$ cat src/rtl/uart_pkg.sv
// Shared UART constants and the command-assembler state encoding.
package uart_pkg;

  localparam logic [11:0] BAUD        = 12'hA2C;
  localparam logic [11:0] HBAUD       = 12'h516;
  localparam int          CMD_TIMEOUT = 78120;

  typedef enum logic {
    IDLE    = 1'b0,
    WAIT_LO = 1'b1
  } asm_state_t;

endpackage

$ cat src/rtl/uart_cmd_assembler_if.sv
// Byte-in / command-out signal bundle of the UART command assembler.
interface uart_cmd_assembler_if;

  // Both sides use level-ready / pulse-clear handshakes:
  // - rx_rdy stays high until the assembler pulses clr_rx_rdy in the same
  //   cycle it consumes rx_data.
  // - cmd_rdy stays high until the consumer pulses clr_cmd_rdy.
  logic [7:0]  rx_data;
  logic        rx_rdy;
  logic        clr_rx_rdy;
  logic [15:0] cmd;
  logic        cmd_rdy;
  logic        clr_cmd_rdy;
  logic        overrun;
  logic        to_err;
  logic        clr_err;

  modport slave (
    input  rx_data, rx_rdy, clr_cmd_rdy, clr_err,
    output clr_rx_rdy, cmd, cmd_rdy, overrun, to_err
  );

  modport master (
    output rx_data, rx_rdy, clr_cmd_rdy, clr_err,
    input  clr_rx_rdy, cmd, cmd_rdy, overrun, to_err
  );

endinterface

$ cat src/rtl/uart_timeout_cnt.sv
// Inter-byte timeout down-counter: load to TIMEOUT-1, count down while enabled,
// saturate at zero.
module uart_timeout_cnt #(
  parameter int TIMEOUT = 78120,
  parameter int TO_W    = 17
) (
  input  logic clk,
  input  logic rst_n,
  input  logic load,
  input  logic en,
  output logic zero
);

  localparam logic [TO_W-1:0] LOAD_VAL = TO_W'(TIMEOUT - 1);

  logic [TO_W-1:0] cnt_q, cnt_d;

  always_comb begin
    cnt_d = cnt_q;
    if (load) begin
      cnt_d = LOAD_VAL;
    end else if (en && (cnt_q != '0)) begin
      cnt_d = cnt_q - TO_W'(1);
    end
  end

  always_ff @(posedge clk or negedge rst_n) begin
    if (!rst_n) begin
      cnt_q <= '0;
    end else begin
      cnt_q <= cnt_d;
    end
  end

  assign zero = (cnt_q == '0);

endmodule

$ cat src/rtl/uart_cmd_assembler.sv
// Packs two UART bytes (high first) into a 16-bit command, with an
// inter-byte timeout and sticky overrun / timeout error flags.
module uart_cmd_assembler
  import uart_pkg::*;
#(
  parameter int TIMEOUT = CMD_TIMEOUT,
  parameter int TO_W    = 17
) (
  input  logic                  clk,
  input  logic                  rst_n,
  uart_cmd_assembler_if.slave   bus,
  output asm_state_t            dbg_state
);

  asm_state_t  state_q, state_d;
  logic [7:0]  hi_byte_q, hi_byte_d;
  logic [15:0] cmd_q, cmd_d;
  logic        cmd_rdy_q, cmd_rdy_d;
  logic        overrun_q, overrun_d;
  logic        to_err_q, to_err_d;
  logic        cnt_load, cnt_en, cnt_zero;
  logic        complete, expire;

  uart_timeout_cnt #(
    .TIMEOUT (TIMEOUT),
    .TO_W    (TO_W)
  ) u_timeout_cnt (
    .clk   (clk),
    .rst_n (rst_n),
    .load  (cnt_load),
    .en    (cnt_en),
    .zero  (cnt_zero)
  );

  always_comb begin
    state_d   = state_q;
    hi_byte_d = hi_byte_q;
    cmd_d     = cmd_q;
    cnt_load  = 1'b0;
    cnt_en    = 1'b0;
    complete  = 1'b0;
    expire    = 1'b0;
    case (state_q)
      IDLE: begin
        if (bus.rx_rdy) begin
          hi_byte_d = bus.rx_data;
          cnt_load  = 1'b1;
          state_d   = WAIT_LO;
        end
      end
      WAIT_LO: begin
        // An arriving low byte takes priority over a simultaneous expiry.
        if (bus.rx_rdy) begin
          cmd_d    = {hi_byte_q, bus.rx_data};
          complete = 1'b1;
          state_d  = IDLE;
        end else if (cnt_zero) begin
          expire    = 1'b1;
          hi_byte_d = 8'h00;
          state_d   = IDLE;
        end else begin
          cnt_en = 1'b1;
        end
      end
      default: state_d = IDLE;
    endcase

    cmd_rdy_d = complete | (cmd_rdy_q & ~bus.clr_cmd_rdy);
    overrun_d = (complete & cmd_rdy_q & ~bus.clr_cmd_rdy) | (overrun_q & ~bus.clr_err);
    to_err_d  = expire | (to_err_q & ~bus.clr_err);
  end

  always_ff @(posedge clk or negedge rst_n) begin
    if (!rst_n) begin
      state_q   <= IDLE;
      hi_byte_q <= 8'h00;
      cmd_q     <= 16'h0000;
      cmd_rdy_q <= 1'b0;
      overrun_q <= 1'b0;
      to_err_q  <= 1'b0;
    end else begin
      state_q   <= state_d;
      hi_byte_q <= hi_byte_d;
      cmd_q     <= cmd_d;
      cmd_rdy_q <= cmd_rdy_d;
      overrun_q <= overrun_d;
      to_err_q  <= to_err_d;
    end
  end

  // Every waiting byte is consumed in either state, so the clear is just the
  // ready flag gated by reset.
  assign bus.clr_rx_rdy = rst_n & bus.rx_rdy;
  assign bus.cmd        = cmd_q;
  assign bus.cmd_rdy    = cmd_rdy_q;
  assign bus.overrun    = overrun_q;
  assign bus.to_err     = to_err_q;
  assign dbg_state      = state_q;

endmodule

$ cat src/flat_wrapper.sv
// flat-port wrapper written by rule: the top's interface ports become plain ports
module uart_cmd_assembler_flat import uart_pkg::*;
#(
  parameter int TIMEOUT = CMD_TIMEOUT,
  parameter int TO_W    = 17
)
  (clk, rst_n, dbg_state, bus_rx_data, bus_rx_rdy, bus_clr_cmd_rdy, bus_clr_err, bus_clr_rx_rdy, bus_cmd, bus_cmd_rdy, bus_overrun, bus_to_err);
  uart_cmd_assembler_if bus_i ();
  input  logic clk;
  input  logic rst_n;
  output asm_state_t dbg_state;
  input wire logic [$bits(bus_i.rx_data)-1:0] bus_rx_data;
  input wire logic [$bits(bus_i.rx_rdy)-1:0] bus_rx_rdy;
  input wire logic [$bits(bus_i.clr_cmd_rdy)-1:0] bus_clr_cmd_rdy;
  input wire logic [$bits(bus_i.clr_err)-1:0] bus_clr_err;
  output wire logic [$bits(bus_i.clr_rx_rdy)-1:0] bus_clr_rx_rdy;
  output wire logic [$bits(bus_i.cmd)-1:0] bus_cmd;
  output wire logic [$bits(bus_i.cmd_rdy)-1:0] bus_cmd_rdy;
  output wire logic [$bits(bus_i.overrun)-1:0] bus_overrun;
  output wire logic [$bits(bus_i.to_err)-1:0] bus_to_err;
  assign bus_i.rx_data = bus_rx_data;
  assign bus_i.rx_rdy = bus_rx_rdy;
  assign bus_i.clr_cmd_rdy = bus_clr_cmd_rdy;
  assign bus_i.clr_err = bus_clr_err;
  assign bus_clr_rx_rdy = bus_i.clr_rx_rdy;
  assign bus_cmd = bus_i.cmd;
  assign bus_cmd_rdy = bus_i.cmd_rdy;
  assign bus_overrun = bus_i.overrun;
  assign bus_to_err = bus_i.to_err;
  uart_cmd_assembler #(.TIMEOUT(TIMEOUT), .TO_W(TO_W)) u_core (.clk(clk), .rst_n(rst_n), .bus(bus_i), .dbg_state(dbg_state));
endmodule
$ cat config.mk
export PLATFORM = sky130hd
export DESIGN_NAME = uart_cmd_assembler_flat
export DESIGN_NICKNAME = d
export VERILOG_FILES = /design/src/rtl/uart_pkg.sv /design/src/rtl/uart_cmd_assembler_if.sv /design/src/rtl/uart_timeout_cnt.sv /design/src/rtl/uart_cmd_assembler.sv /design/src/flat_wrapper.sv
export SDC_FILE = /design/constraint.sdc
export NUM_CORES = 1
export LEC_CHECK = 0
export ABC_AREA = 0
export BUFFER_PORTS_ARGS = -buffer_cell sky130_fd_sc_hd__clkbuf_2
export CAP_MARGIN = 5
export CORE_UTILIZATION = 45
export CTS_CLUSTER_SIZE = 40
export DETAILED_ROUTE_END_ITERATION = 8
export PLACE_DENSITY = 0.66
export RECOVER_POWER = 100
export SYNTH_ARGS = -nofsm -noshare
export SYNTH_HDL_FRONTEND = slang
export SYNTH_SLANG_ARGS = --single-unit
$ cat constraint.sdc
create_clock -name clk -period 2.9 [get_ports clk]
set_clock_uncertainty 0.05 [all_clocks]
set_input_delay 0.29 -clock clk [delete_from_list [all_inputs] [get_ports clk]]
set_output_delay 0.29 -clock clk [all_outputs]
set_load 0.1 [all_outputs]
==> impl_metrics.py <==
metrics = {
    "cts": {
        "cts_setup_buffers": 0,
        "clk_pin_slew_worst_paths_ps": 90,
        "htree_num_levels": 2,
        "hold_buffers": 0,
        "numCtsBuffers": 5,
        "cts_root_buf": "clkbuf_8",
        "clock_latency_ps": 300,
        "cts.sinks": 45,
        "clockBufferDepth": 2,
        "ctsResizeCount": 0,
        "cts_tree": "yes",
    },
    "pwr": {
        "p_leak_uw": 0.00100,
        "peakVddDrop_mv": 0.632,
        "powerDensity_nw_per_um2": 901,
    },
    "final_layout": {
        "ff_latch_area_um2": 1130,
        "multi_input_area_um2": 815,
        "drive_gt1_share_pct": 19.5,
        "area_growth_pct": 13.3,
        "fill_cells": 371,
        "fin_cells": 255,
        "n_antenna_cell": 0,
        "nNetsFinal": 219,
        "design_area_um2": 2260,
    },
    "timing": {
        "period_minus_slack_ps": 2240,
        "min_period_over_period_pct": 77.1,
        "setup_viol": 0,
        "rsz0062_at_grt": "no",
        "fmax_ghz": 0.447,
        "setup-tns-final_ps": 0,
        "worst_pin_slew_ps": 1190,
        "maxSlewViolCount": 0,
        "hold_violations": 0,
        "max_slew_margin_pct": 21.3,
    },
    "logic_synthesis": {
        "synth_cell_type_count": 37,
        "yosysTopAreaCell": "dfrtp_1",
        "ys_seq_elements": 45,
        "ys.flop_type": "dfrtp_1",
        "syn_nets": 184,
        "post-synth-top-count-cell": "dfrtp_1",
        "yosysWarnings": 0,
        "synthTopCellsByArea": "dfrtp_1 56%, mux2_2 9.0%, mux2i_1 5.5%, a22o_1 3.5%, nand2_1 3.0%",
        "ys_seq_area_share_pct": 56.4,
        "synth_top_area_share_pct": 56.4,
        "ys_async_sr_fraction_pct": 100,
        "synth_area_um2": 2000,
        "synth_edf_count": 0,
        "synth_common_cells": "45 x dfrtp_1, 16 x mux2_2, 16 x nand2_1, 11 x mux2i_1, 10 x nor2_1",
        "avgSynthCellArea_um2": 11.8,
        "synthCells": 170,
    },
    "setup_path": {
        "crit_chain": "inv_1 > ha_1 > nor4b_1 > nand4_1 > o21a_1 > a22o_1",
        "r2r_start": "u_core.u_timeout_cnt.cnt_q[1]$_DFFE_PN0P_",
        "critPathKind": "reg -> reg",
        "arrival_ps": 2380,
        "crit_fanout": 8,
        "required_ps": 3050,
        "cp_slowest_cell": "nor4b_1",
        "worstSetupEndpointType": "flop",
        "cpPeakStageDelay_ps": 430,
        "cp-start-kind": "flop",
        "critical_path_buf_inv_count": 1,
        "path_delay_family": "simple AND/OR/NAND/NOR gates",
        "critPathLaunch": "u_core.u_timeout_cnt.cnt_q[1]$_DFFE_PN0P_",
    },
    "global_route": {
        "grtUsageMet2_pct": 31.4,
        "grt_pass1_vias": 1396,
        "grt_pass1_wl_um": 6620,
        "antenna_found_initial": 0,
        "grt_use_met1_pct": 25.9,
        "grtUsageMet3_pct": 5.92,
        "grt_overflow_total": 0,
        "grt_max_degree": 46,
        "track_usage_pct": 20.0,
        "busiest_layer": "met2",
    },
    "floorplanning": {
        "die_width_um": 68.6,
        "rows": 23,
        "die_h_um": 68.6,
        "initial_utilization_pct": 48.2,
        "io_pins": 34,
        "dieArea_um2": 4710,
        "coreArea_um2": 4140,
    },
    "route": {
        "vias_per_cell": 5.70,
        "drtAntennaViolNets": 0,
        "drcViolationCount": 0,
        "drtPass1Iterations": 4,
        "drtIter0Drc": 110,
        "wl_um": 3970,
        "post_drt_wl_per_cell_um": 15.6,
        "num_vias": 1454,
    },
    "run": {
        "maxCapViolCount": 0,
    },
    "min_path": {
        "hold_class": "in -> async",
    },
    "placed_design": {
        "io_buffers": 33,
        "dpl_cell_area_um2": 2210,
        "gp_congestion": 0.890,
        "hpwl_um": 2750,
        "dp.cells": 248,
    },
    "outcome": {
        "status": "finished, final reports clean",
    },
}
[per-layer routing]
| metal | part of all wire [%] | wire length (um) |
|---|---|---|
| met1 | 47 | 1860 |
| met5 | 0 | 0 |
| met2 | 47 | 1880 |
| met4 | 1.4 | 55 |
| met3 | 4.4 | 173 |
[worst paths after layout]
kind	slack, ps	endpoint	cells past startpoint
worst max-delay path	660	u_core.hi_byte_q[2]$_DFFE_PN0P_	6
worst min-delay path	50	u_core.bus.overrun$_DFF_PN0_	2
worst max register to register	660	u_core.hi_byte_q[2]$_DFFE_PN0P_	6
worst min register to register	460	u_core.hi_byte_q[5]$_DFFE_PN0P_	1
max in group asynchronous	2360	u_core.bus.cmd_rdy$_DFF_PN0_	2
min in group clk	140	u_core.bus.overrun$_DFF_PN0_	2
[sequential cells by signal, summed over array words and instances, names as in the netlist]
register / flops
u_core.bus.to_err: 1
u_core.bus.cmd_rdy: 1
u_core.bus.overrun: 1
u_core.u_timeout_cnt.cnt_q: 17
u_core.dbg_state: 1
u_core.hi_byte_q: 8
u_core.bus.cmd: 16
[cell usage in the layout, fill, tap and decap left out, types with 5 or more instances in the layout]
master     n
mux2_2    15
nand4_1    7
nor4_1     6
dfrtp_1   45
nor2_1    10
nand2_1   16
inv_1      6
clkbuf_2  11
clkbuf_1  22
a22o_1     8
clkbuf_8   5
mux2i_1   11
[per-stage QoR]
| stage | power [uW] | hold slack [ps] | util, % | setup slack [ps] |
|---|---|---|---|---|
| final | 2040 | 49.1 | 54.6 | 664 |
| after global routing | 2130 | 99.6 | 54.6 | 520 |
| after CTS | 2070 | 49.1 | 55.3 | 677 |
| after detailed placement | 1700 | 378 | 53.2 | 680 |
| after global placement | 1680 | 369 | 53.2 | 809 |
| after floorplan | 1550 | -55.6 | - | 615 |
[cell type report]
type	instances	area share, %
Timing Repair Buffer	35	6.74
Sequential cell	45	49.8
Clock buffer	5	3.04
Multi-Input combinational cell	112	36.0
Clock inverter	2	0.719
Inverter	6	0.995
Tap cell	50	2.76
[where the power goes]
group	total [uW]	internal, uW	switching, uW
Clock	375	166	209
Sequential	807	739	68.4
Combinational	857	137	721
[cell families (layout without fill, tap and decap cells)]
family	after synthesis	after routing	share of synthesized area, %
simple gates	63	63	17.3
compound gates	21	21	8.27
buf+inv	13	48	2.88
fa+ha+maj	1	1	0.626
mux	27	27	14.5
flops	45	45	56.4
[worst register-to-register path: stages (launching register included)]
cell and delay (ps):
dfrtp_1 400, inv_1 90, ha_1 210, nor4b_1 430
nand4_1 350, o21a_1 390, a22o_1 220
Power figures use the tool's default switching activity.
